[config.mk]
export PLATFORM = sky130hd
export DESIGN_NAME = div_op_sequencer_flat
export DESIGN_NICKNAME = d
export VERILOG_FILES = /design/src/rtl/div_op_sequencer_pkg.sv /design/src/rtl/div_op_sequencer_if.sv /design/src/rtl/div_op_sequencer_sign_fix.sv /design/src/rtl/div_op_sequencer.sv /design/src/flat_wrapper.sv
export SDC_FILE = /design/constraint.sdc
export NUM_CORES = 1
export LEC_CHECK = 0
export CORE_UTILIZATION = 30
export DETAILED_ROUTE_END_ITERATION = 10
export PLACE_DENSITY = 0.56
export SYNTH_ARGS = -nofsm -noshare
export SYNTH_HDL_FRONTEND = slang
export SYNTH_SLANG_ARGS = --single-unit
[constraint.sdc]
create_clock -name clk -period 3.05 [get_ports clk]
set_input_delay 0.915 -clock clk [delete_from_list [all_inputs] [get_ports clk]]
set_output_delay 0.915 -clock clk [all_outputs]
set_load 0.005 [all_outputs]
[src/rtl/div_op_sequencer_pkg.sv]
// Shared types and constants for the CompDivider operand-feed / result-capture sequencer.
package div_pkg;

  localparam int DIV_W = 32;
  localparam int DIV_TIMEOUT_DEFAULT = 64;
  localparam logic [DIV_W-1:0] DIV0_QUOTIENT = 32'hFFFF_FFFF;

  typedef enum logic [2:0] {
    ST_IDLE,
    ST_CLR,
    ST_GAP,
    ST_RUN,
    ST_OUT
  } div_seq_state_t;

endpackage

[src/rtl/div_op_sequencer_if.sv]
// Request/result handshake bundle of div_op_sequencer; the sequencer uses the slave side.
interface div_op_sequencer_if;
  import div_pkg::*;

  logic             in_valid;
  logic             in_ready;
  logic [DIV_W-1:0] in_dividend;
  logic [DIV_W-1:0] in_divisor;
  logic             in_signed;
  logic             out_valid;
  logic             out_ready;
  logic [DIV_W-1:0] out_quotient;
  logic [DIV_W-1:0] out_remainder;
  logic             out_div0;
  logic             out_timeout;

  modport master (
    output in_valid, in_dividend, in_divisor, in_signed, out_ready,
    input  in_ready, out_valid, out_quotient, out_remainder, out_div0, out_timeout
  );

  modport slave (
    input  in_valid, in_dividend, in_divisor, in_signed, out_ready,
    output in_ready, out_valid, out_quotient, out_remainder, out_div0, out_timeout
  );

endinterface

[src/rtl/div_op_sequencer_sign_fix.sv]
// div_sign_fix: magnitude conversion of operands and sign restoration of divider results.
// Only present when DIV_SIGNED_EN is defined.
`ifdef DIV_SIGNED_EN
module div_sign_fix
  import div_pkg::*;
(
  input  logic             is_signed,
  input  logic [DIV_W-1:0] dividend,
  input  logic [DIV_W-1:0] divisor,
  input  logic [DIV_W-1:0] raw_quotient,
  input  logic [DIV_W-1:0] raw_remainder,
  output logic [DIV_W-1:0] abs_dividend,
  output logic [DIV_W-1:0] abs_divisor,
  output logic [DIV_W-1:0] quotient,
  output logic [DIV_W-1:0] remainder
);

  logic neg_dividend;
  logic neg_divisor;

  assign neg_dividend = is_signed && dividend[DIV_W-1];
  assign neg_divisor  = is_signed && divisor[DIV_W-1];

  assign abs_dividend = neg_dividend ? -dividend : dividend;
  assign abs_divisor  = neg_divisor  ? -divisor  : divisor;

  // Remainder follows the dividend's sign so that q*d + r reproduces the dividend.
  assign quotient  = (neg_dividend ^ neg_divisor) ? -raw_quotient : raw_quotient;
  assign remainder = neg_dividend ? -raw_remainder : raw_remainder;

endmodule
`endif

[src/rtl/div_op_sequencer.sv]
// Drives CompDivider's Reset/Run/Ready protocol for one request at a time and holds the result.
// Optional signed operation is enabled with the DIV_SIGNED_EN macro.
module div_op_sequencer
  import div_pkg::*;
#(
  parameter int TIMEOUT = DIV_TIMEOUT_DEFAULT
) (
  input  logic               clk,
  input  logic               Reset,
  div_op_sequencer_if.slave  io,
  output logic               div_Reset,
  output logic               div_Run,
  output logic [DIV_W-1:0]   div_Dividend,
  output logic [DIV_W-1:0]   div_Divisor,
  input  logic [2*DIV_W-1:0] div_Product,
  input  logic               div_Ready
);

  localparam int CNT_W = $clog2(TIMEOUT + 1);
  localparam logic [CNT_W-1:0] CNT_LAST = CNT_W'(TIMEOUT - 1);
  localparam logic [CNT_W-1:0] CNT_MAX  = CNT_W'(TIMEOUT);

  div_seq_state_t   state;
  div_seq_state_t   state_next;
  logic [CNT_W-1:0] cnt;
  logic [DIV_W-1:0] op_dividend;
  logic [DIV_W-1:0] op_divisor;
  logic [DIV_W-1:0] res_quotient;
  logic [DIV_W-1:0] res_remainder;
  logic             flag_div0;
  logic             flag_timeout;
  logic             zero_div;
  logic             overflow_div;
  logic             timed_out;
  logic [DIV_W-1:0] fix_dividend;
  logic [DIV_W-1:0] fix_divisor;
  logic [DIV_W-1:0] fix_quotient;
  logic [DIV_W-1:0] fix_remainder;

  assign zero_div  = (io.in_divisor == '0);
  assign timed_out = (cnt >= CNT_LAST);

`ifdef DIV_SIGNED_EN
  localparam logic [DIV_W-1:0] INT_MIN = {1'b1, {(DIV_W-1){1'b0}}};

  logic op_signed;

  // INT_MIN / -1 overflows the quotient, so it is answered directly without the divider.
  assign overflow_div = io.in_signed && (io.in_dividend == INT_MIN) && (io.in_divisor == '1);

  div_sign_fix u_sign_fix (
    .is_signed     (op_signed),
    .dividend      (op_dividend),
    .divisor       (op_divisor),
    .raw_quotient  (div_Product[DIV_W-1:0]),
    .raw_remainder (div_Product[2*DIV_W-1:DIV_W]),
    .abs_dividend  (fix_dividend),
    .abs_divisor   (fix_divisor),
    .quotient      (fix_quotient),
    .remainder     (fix_remainder)
  );
`else
  logic unused_in_signed;

  assign unused_in_signed = io.in_signed;
  assign overflow_div     = 1'b0;
  assign fix_dividend     = op_dividend;
  assign fix_divisor      = op_divisor;
  assign fix_quotient     = div_Product[DIV_W-1:0];
  assign fix_remainder    = div_Product[2*DIV_W-1:DIV_W];
`endif

  always_ff @(posedge clk) begin
    if (Reset) state <= ST_IDLE;
    else       state <= state_next;
  end

  always_comb begin
    state_next = state;
    case (state)
      ST_IDLE: if (io.in_valid) state_next = (zero_div || overflow_div) ? ST_OUT : ST_CLR;
      ST_CLR:  state_next = ST_GAP;
      ST_GAP:  state_next = ST_RUN;
      ST_RUN:  if (div_Ready || timed_out) state_next = ST_OUT;
      ST_OUT:  if (io.out_ready) state_next = ST_IDLE;
      default: state_next = ST_IDLE;
    endcase
  end

  // Reset overrides the state decode so the divider is held cleared and nothing handshakes.
  always_comb begin
    io.in_ready  = 1'b0;
    io.out_valid = 1'b0;
    div_Reset    = Reset;
    div_Run      = 1'b0;
    if (!Reset) begin
      case (state)
        ST_IDLE: io.in_ready  = 1'b1;
        ST_CLR:  div_Reset    = 1'b1;
        ST_RUN:  div_Run      = 1'b1;
        ST_OUT:  io.out_valid = 1'b1;
        default: ;
      endcase
    end
  end

  always_ff @(posedge clk) begin
    if (Reset) begin
      op_dividend   <= '0;
      op_divisor    <= '0;
      res_quotient  <= '0;
      res_remainder <= '0;
      flag_div0     <= 1'b0;
      flag_timeout  <= 1'b0;
      cnt           <= '0;
`ifdef DIV_SIGNED_EN
      op_signed     <= 1'b0;
`endif
    end else begin
      case (state)
        ST_IDLE: begin
          if (io.in_valid) begin
            op_dividend  <= io.in_dividend;
            op_divisor   <= io.in_divisor;
            flag_div0    <= 1'b0;
            flag_timeout <= 1'b0;
`ifdef DIV_SIGNED_EN
            op_signed    <= io.in_signed;
`endif
            if (zero_div) begin
              res_quotient  <= DIV0_QUOTIENT;
              res_remainder <= io.in_dividend;
              flag_div0     <= 1'b1;
            end else if (overflow_div) begin
              res_quotient  <= io.in_dividend;
              res_remainder <= '0;
            end
          end
        end
        ST_GAP: cnt <= '0;
        ST_RUN: begin
          if (div_Ready) begin
            res_quotient  <= fix_quotient;
            res_remainder <= fix_remainder;
          end else if (timed_out) begin
            res_quotient  <= '0;
            res_remainder <= '0;
            flag_timeout  <= 1'b1;
          end else if (cnt != CNT_MAX) begin
            cnt <= cnt + CNT_W'(1);
          end
        end
        ST_OUT: begin
          if (io.out_ready) begin
            flag_div0    <= 1'b0;
            flag_timeout <= 1'b0;
          end
        end
        default: ;
      endcase
    end
  end

  assign div_Dividend     = fix_dividend;
  assign div_Divisor      = fix_divisor;
  assign io.out_quotient  = res_quotient;
  assign io.out_remainder = res_remainder;
  assign io.out_div0      = flag_div0;
  assign io.out_timeout   = flag_timeout;

endmodule

[src/flat_wrapper.sv]
// flat-port wrapper written by rule: the top's interface ports become plain ports
module div_op_sequencer_flat import div_pkg::*;
#(
  parameter int TIMEOUT = DIV_TIMEOUT_DEFAULT
)
  (clk, Reset, div_Reset, div_Run, div_Dividend, div_Divisor, div_Product, div_Ready, io_in_valid, io_in_dividend, io_in_divisor, io_in_signed, io_out_ready, io_in_ready, io_out_valid, io_out_quotient, io_out_remainder, io_out_div0, io_out_timeout);
  div_op_sequencer_if io_i ();
  input  logic clk;
  input  logic Reset;
  output logic div_Reset;
  output logic div_Run;
  output logic [DIV_W-1:0] div_Dividend;
  output logic [DIV_W-1:0] div_Divisor;
  input  logic [2*DIV_W-1:0] div_Product;
  input  logic div_Ready;
  input wire logic [$bits(io_i.in_valid)-1:0] io_in_valid;
  input wire logic [$bits(io_i.in_dividend)-1:0] io_in_dividend;
  input wire logic [$bits(io_i.in_divisor)-1:0] io_in_divisor;
  input wire logic [$bits(io_i.in_signed)-1:0] io_in_signed;
  input wire logic [$bits(io_i.out_ready)-1:0] io_out_ready;
  output wire logic [$bits(io_i.in_ready)-1:0] io_in_ready;
  output wire logic [$bits(io_i.out_valid)-1:0] io_out_valid;
  output wire logic [$bits(io_i.out_quotient)-1:0] io_out_quotient;
  output wire logic [$bits(io_i.out_remainder)-1:0] io_out_remainder;
  output wire logic [$bits(io_i.out_div0)-1:0] io_out_div0;
  output wire logic [$bits(io_i.out_timeout)-1:0] io_out_timeout;
  assign io_i.in_valid = io_in_valid;
  assign io_i.in_dividend = io_in_dividend;
  assign io_i.in_divisor = io_in_divisor;
  assign io_i.in_signed = io_in_signed;
  assign io_i.out_ready = io_out_ready;
  assign io_in_ready = io_i.in_ready;
  assign io_out_valid = io_i.out_valid;
  assign io_out_quotient = io_i.out_quotient;
  assign io_out_remainder = io_i.out_remainder;
  assign io_out_div0 = io_i.out_div0;
  assign io_out_timeout = io_i.out_timeout;
  div_op_sequencer #(.TIMEOUT(TIMEOUT)) u_core (.clk(clk), .Reset(Reset), .io(io_i), .div_Reset(div_Reset), .div_Run(div_Run), .div_Dividend(div_Dividend), .div_Divisor(div_Divisor), .div_Product(div_Product), .div_Ready(div_Ready));
endmodule
* After elaboration in Yosys (flattened, before gate mapping)
Index checks and enable logic that the tools add are counted.
** Cells by class
- Reductions and logical operators :: 13
- $add $sub $neg :: 1
- Muxes and demuxes :: 34
- Equal/unequal tests :: 14
- Magnitude comparators :: 1
** Operator list (number)
- $mux W32 :: 7
- $pmux W32 S2 :: 2
- $logic_not A32 Y1 :: 1
- $mux W7 :: 3
- $pmux W3 S5 :: 1
- $mux W1 :: 14
- $pmux W7 S2 :: 1
- $mux W3 :: 4
- $ne A2 B1 Y1 const B :: 4
- $ne A2 B2 Y1 const B :: 4
- $reduce_and A4 Y1 :: 2
- $add A7 B1 Y7 const B :: 1
- $ge A7 B6 Y1 const B :: 1
- $ne A7 B7 Y1 const B :: 1
- $eq A3 B2 Y1 const B :: 2
- $reduce_and A3 Y1 :: 2
- $reduce_bool A2 Y1 :: 3
- $reduce_and A5 Y1 :: 1
- $eq A3 B1 Y1 const B :: 1
- $eq A3 B3 Y1 const B :: 1
- $logic_not A3 Y1 :: 1
- $ne A3 B2 Y1 const B :: 1
- $pmux W1 S3 :: 1
- $reduce_bool A3 Y1 :: 1
- 3 further kinds :: 3
** Storage, ports and cells
- Register bits after elaboration :: 140
- Logic and storage cells :: 71
- Input bits :: 134

* Longest topological paths before layout
Gate-level depths: netlist of the first run.
- Depth after elaboration :: 5
- Depth in mapped cells :: 7
- Mapped depth without buffers :: 5

* Worst setup path before layout of the first run
Ideal clock, no wire load.
- Path kind :: input -> output
- Start :: input Reset
- End :: output div_Run
- Data required time :: 2135 ps
- Stages on the path :: 5
- Slack :: 172 ps
- Arrival :: 1963 ps
- Path through :: clkbuf_1 -> buf_2 -> buf_2 -> clkbuf_1 -> nor2_1
** On the way
- Longest elaborated chain between the ends :: 1
** Ends and longest elaborated chain
- start, declared :: RTL line flat_wrapper.sv:9 : input logic Reset;
- $mux W1 :: RTL line div_op_sequencer.sv:96 : if (!Reset) begin
- end, declared :: RTL line flat_wrapper.sv:11 : output logic div_Run;
Every way passes these cells.

* Final worst setup path of the first run
- Start :: register u_core.state[0]
- End :: output div_Reset
** On the way
- Longest elaborated chain between the ends :: 3
** Ends and longest elaborated chain
- start, declared :: RTL line div_op_sequencer.sv:23 : div_seq_state_t state;
- start signal, assigned :: RTL line div_op_sequencer.sv:75 : else state <= state_next;
- $eq A3 B1 Y1 :: RTL line div_op_sequencer.sv:97 : case (state)
- $mux W1 :: RTL line div_op_sequencer.sv:97
- $mux W1 :: RTL line div_op_sequencer.sv:96
- end, declared :: RTL line flat_wrapper.sv:10 : output logic div_Reset;
Every way passes these cells.

==> results of run 1 <==
==> Yosys cell counts (3+ instances only) <==
master | instances | area (um2)
nand2_1 | 204 | 766
dfxtp_1 | 140 | 2800
a21oi_1 | 105 | 526
clkbuf_1 | 37 | 139
nand3_1 | 37 | 185
inv_1 | 36 | 135
nor2b_1 | 33 | 206
a221oi_2 | 32 | 480
mux2_4 | 17 | 255
mux2_2 | 15 | 169
buf_2 | 13 | 65.1
nor4_1 | 10 | 62.6
nor2_1 | 8 | 30.0
buf_6 | 6 | 67.6
mux2i_1 | 4 | 40.0
nand2b_1 | 4 | 25.0
buf_4 | 3 | 22.5
o21a_1 | 3 | 22.5
==> power by group through the flow <==
stage | clock [uW] | combinational (uW) | sequential, uW
final | 2070 | 709 | 1960
after global placement | 0 | 720 | 1990
after floorplan | 0 | 291 | 2000
after CTS | 2130 | 721 | 1960
after global routing | 2210 | 775 | 1970
after detailed placement | 0 | 718 | 2000
==> worst min-delay path by stage <==
stage                                  startpoint                       to  cells past startpoint  slack [ns]
after floorplan            u_core.div_Dividend[0]   u_core.div_Dividend[0]                      2        0.45
after global placement      u_core.div_Divisor[5]    u_core.div_Divisor[5]                      2        0.44
after detailed placement  u_core.div_Dividend[11]  u_core.div_Dividend[11]                      2        0.45
after CTS                 u_core.div_Dividend[11]  u_core.div_Dividend[11]                      2        0.46
after global routing       u_core.div_Divisor[15]   u_core.div_Divisor[15]                      2        0.47
final                      u_core.div_Divisor[23]   u_core.div_Divisor[23]                      2        0.45
==> sequential cells by signal, summed over array words and instances (netlist names) <==
name / count
u_core.io.out_quotient: 32
u_core.io.out_timeout: 1
u_core.div_Dividend: 32
u_core.io.out_remainder: 32
u_core.div_Divisor: 32
u_core.io.out_div0: 1
u_core.state: 3
u_core.cnt: 7
==> cell families after synthesis <==
family          share of synthesized area (%)
simple gates                             22.0
compound gates                           18.1
flops                                    45.1
buf+inv                                  6.96
mux                                      7.46
fa+ha+maj                               0.402
==> worst max-delay path: stages, from the launching register on <==
cell and delay (ns):
dfxtp_1 0.54, inv_1 0.16, o31ai_1 0.28, clkdlybuf4s50_1 0.56
==> stage by stage <==
step	instance area (um2)	hold WS, ns	std cells	utilization, %
after global routing	9670	0.466	1255	47.6
after detailed placement	9090	0.446	1223	44.8
after CTS	9670	0.456	1255	47.6
after floorplan	6220	0.453	733	-
final	9670	0.451	1255	47.6
after global placement	9090	0.441	1223	44.8
==> layout make-up <==
cell class	count	area share (%)
Sequential cell	140	29.0
Tap cell	270	3.49
Timing Repair Buffer	280	29.0
Multi-Input combinational cell	497	31.1
Clock buffer	19	4.58
Inverter	36	1.40
Clock inverter	13	1.46
==> per-layer routing <==
| layer | routed length, um | part of all wire [%] | track usage (%) |
|---|---|---|---|
| met5 | 0 | 0 | 0 |
| met4 | 340 | 1.7 | 6.88 |
| met3 | 1540 | 7.8 | 6.18 |
| met2 | 8970 | 45 | 29.5 |
| met1 | 9030 | 45 | 24.2 |
==> flow_summary_export.csv, run 1 <==
group,metric,value,unit
outcome,outcome,"finished clean",
cells_and_area,n_antenna_cell,0,
timing,fin_skew,0.00961,ns
drt,drc,0,
yosys,async_flop_share,0,%
cells_and_area,layout.nets,1108,
power_and_ir_drop,switchingPower,1210,uW
cells_and_area,multi_input_area,3010,um2
floorplan,dieArea,21300,um2
clock_tree,htreeDepth,4,
critical_path,worstSetupStartpointType,"flop",
global_routing,grt_start_max_net_pins,156,
yosys,ys.flop_type,"dfxtp_1",
floorplan,ios,268,
timing,max_freq,0.348,GHz
yosys,synth-seq-cells,140,
power_and_ir_drop,p_leak,0.00352,uW
yosys,synthDistinctLibCells,41,
clock_tree,clk_latency,0.42,ns
clock_tree,cts_setup_buffers,0,
yosys,yosysSeqAreaShare,45.1,%
floorplan,initial_utilization,30.6,%
power_and_ir_drop,pwr-share-comb,15.0,%
timing,final_max_slew_viol_count,0,
clock_tree,postCtsResizedCells,0,
clock_tree,cts_hold_buffers,0,
critical_path,worstReg2RegEnd,"u_core.io.out_remainder[2]",
yosys,syn_area_per_cell,8.48,um2
critical_path,crit_type,"reg2out",
timing,fin_setup_tns,0,ns
global_routing,gr-usage-all-layers,18.9,%
critical_path,rrSetupSlack,0.80,ns
cells_and_area,drive_above_1_share,12.2,%
timing,fin_crit_sh,94.1,%
drt,viasPerCell,4.62,
clock_tree,root_buffer,"clkbuf_16",
global_routing,grt_pass1_wl,31.6,mm
global_routing,grt_pass1_vias,5724,
critical_path,crit_fanout,12,
critical_path,endpoint,"div_Reset",
drt,dr.pass1.iters,4,
yosys,syn-cell-area,6220,um2
cells_and_area,fill_cells,2023,
floorplan,fp.dieW,146,um
clock_tree,clkTransAtPathRegs,0.06,ns
timing,setup_viol,0,
timing,slew_headroom,47.5,%
global_routing,antenna_found_initial,0,
timing,post-route-min-period,2.87,ns
floorplan,rows,52,
worst_hold_path,min_path_type,"reg2reg",
floorplan,design.core.area,20300,um2
place,dp_slack,0.0404,ns
drt,wl_per_cell,15.8,um
drt,totalWireLength,19.9,mm
clock_tree,cts_buffers,17,
power_and_ir_drop,internal_power,3520,uW
critical_path,critPathLaunch,"u_core.state[0]",
yosys,synthesis.instances,733,
power_and_ir_drop,p_per_area,489,nW/um2
critical_path,r2r-start,"u_core.cnt[0]",
floorplan,die_y,146,um
cells_and_area,ff_latch_area,2800,um2
power_and_ir_drop,seq_power_share,41.3,%
place,portBuffers,266,
timing,finalHoldViolCount,0,
global_routing,gr-total-overflow,0,
place,dp_hpwl,13.3,mm
clock_tree,ctsLongestPathBuffers,2,
clock_tree,cts_tree,"built",
place,gp_congestion,0.774,
timing,worst_pin_slew,0.788,ns
timing,rsz0062_at_grt,"no",
drt,drt.antenna.violating_nets,0,
critical_path,crit_path_end_kind,"output pin",
run,drv_cap,0,
critical_path,worstPathArrival,1.95,ns
power_and_ir_drop,vdd_drop_max,0.000357,V
drt,drt_iter0_drc,236,
yosys,synth_edf_count,0,
clock_tree,clock-sinks,140,
yosys,yosysWarnings,0,
cells_and_area,final_cell_mix,"clkdlybuf4s50_1, nand2_1, dfxtp_1",
yosys,synth.net_count,869,
power_and_ir_drop,power,4730,uW
critical_path,cp.required,2.13,ns
timing,setup_ws,0.180,ns
power_and_ir_drop,clkPwrFrac,43.7,%
power_and_ir_drop,swShare,25.5,%
critical_path,ff2ff_path_depth,6,
cells_and_area,synthToLayoutAreaGrowth,55.5,%
drt,vias,5803,
cells_and_area,final_common_cell,"clkdlybuf4s50_1",
Power figures use the tool's default switching activity.
==> inputs of run 2 (changes only) <==
Settings changed: CORE_UTILIZATION 30 to 34, CTS_CLUSTER_SIZE set to 40, GPL_TIMING_DRIVEN set to 0, PLACE_DENSITY 0.56 to 0.63.
==> run 2 against run 1 <==
Compared with the run above: count of clock-buffer cells in the layout unchanged; register-to-register slack improved by 0.08 ns; setup slack got worse by 0.078 ns; via count increased by 5.3%; cell count increased by 0.16%; combinational power increased by 5.6%; critical endpoint unchanged; highest routed layer unchanged.
==> flow_summary_export.csv, run 2 (same netlist as run 1, synthesis figures left out) <==
group,metric,value,unit
outcome,outcome,"finished clean",
clock_tree,cts_buffers,17,
cells_and_area,fill_cells,1723,
clock_tree,cts_hold_buffers,0,
timing,fin_skew,0.00879,ns
clock_tree,clkTransAtPathRegs,0.06,ns
drt,totalWireLength,21.3,mm
timing,finalHoldViolCount,0,
clock_tree,clk_latency,0.41,ns
timing,whs,0.451,ns
place,portBuffers,265,
place,gp_congestion,0.823,
drt,drt_iter0_drc,206,
floorplan,rows,49,
critical_path,worstSetupStartpointType,"input port",
critical_path,cp.required,2.13,ns
critical_path,crit_path_end_kind,"output pin",
global_routing,grt_pass1_wl,31.5,mm
drt,dr.pass1.iters,5,
critical_path,crit_type,"in2out",
floorplan,fp.dieW,137,um
timing,max_freq,0.339,GHz
floorplan,design.core.area,18000,um2
global_routing,gr-total-overflow,0,
clock_tree,cts_tree,"built",
worst_hold_path,min_path_type,"reg2reg",
global_routing,top_usage_layer,"met2",
power_and_ir_drop,p_leak,0.00364,uW
timing,rsz0062_at_grt,"no",
run,drv_cap,0,
clock_tree,htreeDepth,4,
timing,setup_viol,0,
global_routing,gr-usage-all-layers,22.4,%
timing,fin_crit_sh,96.6,%
drt,vias,6110,
clock_tree,ctsLongestPathBuffers,2,
global_routing,grt_pass1_vias,5763,
critical_path,crit_fanout,10,
cells_and_area,drive_above_1_share,12.3,%
cells_and_area,final_cell_mix,"clkdlybuf4s50_1, nand2_1, dfxtp_1",
global_routing,use_met2,37.1,%
timing,post-route-min-period,2.95,ns
power_and_ir_drop,vdd_drop_max,0.000376,V
critical_path,worstPathArrival,2.03,ns
clock_tree,root_buffer,"clkbuf_16",
power_and_ir_drop,p_per_area,485,nW/um2
global_routing,antenna_found_initial,0,
cells_and_area,layout.nets,1153,
clock_tree,clock-sinks,140,
cells_and_area,finalNonFillerCells,1257,
place,dp_hpwl,15.7,mm
cells_and_area,multi_input_area,2980,um2
timing,worst_pin_slew,0.761,ns
timing,final_max_slew_viol_count,0,
global_routing,grt_start_max_net_pins,20,
cells_and_area,ff_latch_area,2800,um2
global_routing,use_met3,6.81,%
floorplan,dieArea,18800,um2
cells_and_area,synthToLayoutAreaGrowth,57.0,%
cells_and_area,final_common_cell,"clkdlybuf4s50_1",
drt,drt.antenna.violating_nets,0,
cells_and_area,n_antenna_cell,0,
place,dp.cells,1227,
floorplan,die_y,137,um
floorplan,ios,268,
timing,slew_headroom,49.3,%
drt,viasPerCell,4.86,
global_routing,use_met1,26.9,%
floorplan,initial_utilization,34.6,%
drt,wl_per_cell,17.0,um
drt,drc,0,
## run 2: changes by cell type in the layout (fill, tap and decap cells not counted), moves of 2 or more
cell | previous run | this run
clkbuf_1 | 1 | 33
buf_4 | 11 | 5
clkdlybuf4s50_1 | 264 | 262
dlymetal6s2s_1 | 0 | 2
clkinv_4 | 3 | 1
buf_6 | 1 | 7
buf_2 | 1 | 12
buf_12 | 3 | 0
## run 2: critical path, stage by stage
cell             delay [ns]
clkbuf_4               0.19
buf_4                  0.21
inv_1                  0.09
o31ai_1                0.07
clkdlybuf4s50_1        0.55
## run 2: final timing paths
path | start | end | slack [ns] | cells after the start
max | Reset | div_Reset | 0.10 | 5
min | u_core.div_Divisor[9] | u_core.div_Divisor[9] | 0.45 | 2
max reg2reg | u_core.cnt[0] | u_core.io.out_remainder[15] | 0.88 | 7
min reg2reg | u_core.div_Divisor[9] | u_core.div_Divisor[9] | 0.45 | 2
## run 2: metrics by stage
step           cell area (um2)  total power (uW)  worst slack [ns]  setup TNS [ns]  util, %
6_report                  9760              4740             0.102               0     54.4
5_1_grt                   9760              4940            0.0210               0     54.4
4_1_cts                   9760              4790           0.00991               0     54.3
3_5_place_dp              9160              2740             -1.08           -3.33     51.0
3_3_place_gp              9160              2740             -1.08           -3.39     51.0
2_1_floorplan             6220              2290             0.172               0        -
## run 2: per-layer routing
| metal | up-vias | routed length [um] | share of wire [%] |
|---|---|---|---|
| met3 | 27 | 1690 | 7.9 |
| met1 | 2824 | 9190 | 43 |
| met5 | - | 0 | 0 |
| met2 | 215 | 9970 | 47 |
| li1 | 3044 | - | - |
| met4 | 0 | 478 | 2.2 |
## run 2: repair_timing
action,4_1_cts,5_1_grt
buffers inserted,1,0
endpoints found under the setup margin,4,3
gates resized for setup,12,3
## run 2: layout make-up
cell class                      instances  share of cell area (%)
Inverter                               36                    1.38
Clock buffer                           19                    4.64
Sequential cell                       140                    28.7
Multi-Input combinational cell        497                    30.5
Buffer                                 59                    3.28
Tap cell                              229                    2.93
Clock inverter                         11                    1.23
Timing Repair Buffer                  266                    27.3
## run 2: where the power goes
group / switching, uW / internal [uW] / total, uW
Combinational: 352 / 397 / 749
Clock: 802 / 1240 / 2040
Sequential: 41.2 / 1910 / 1950
Total: 1200 / 3540 / 4740
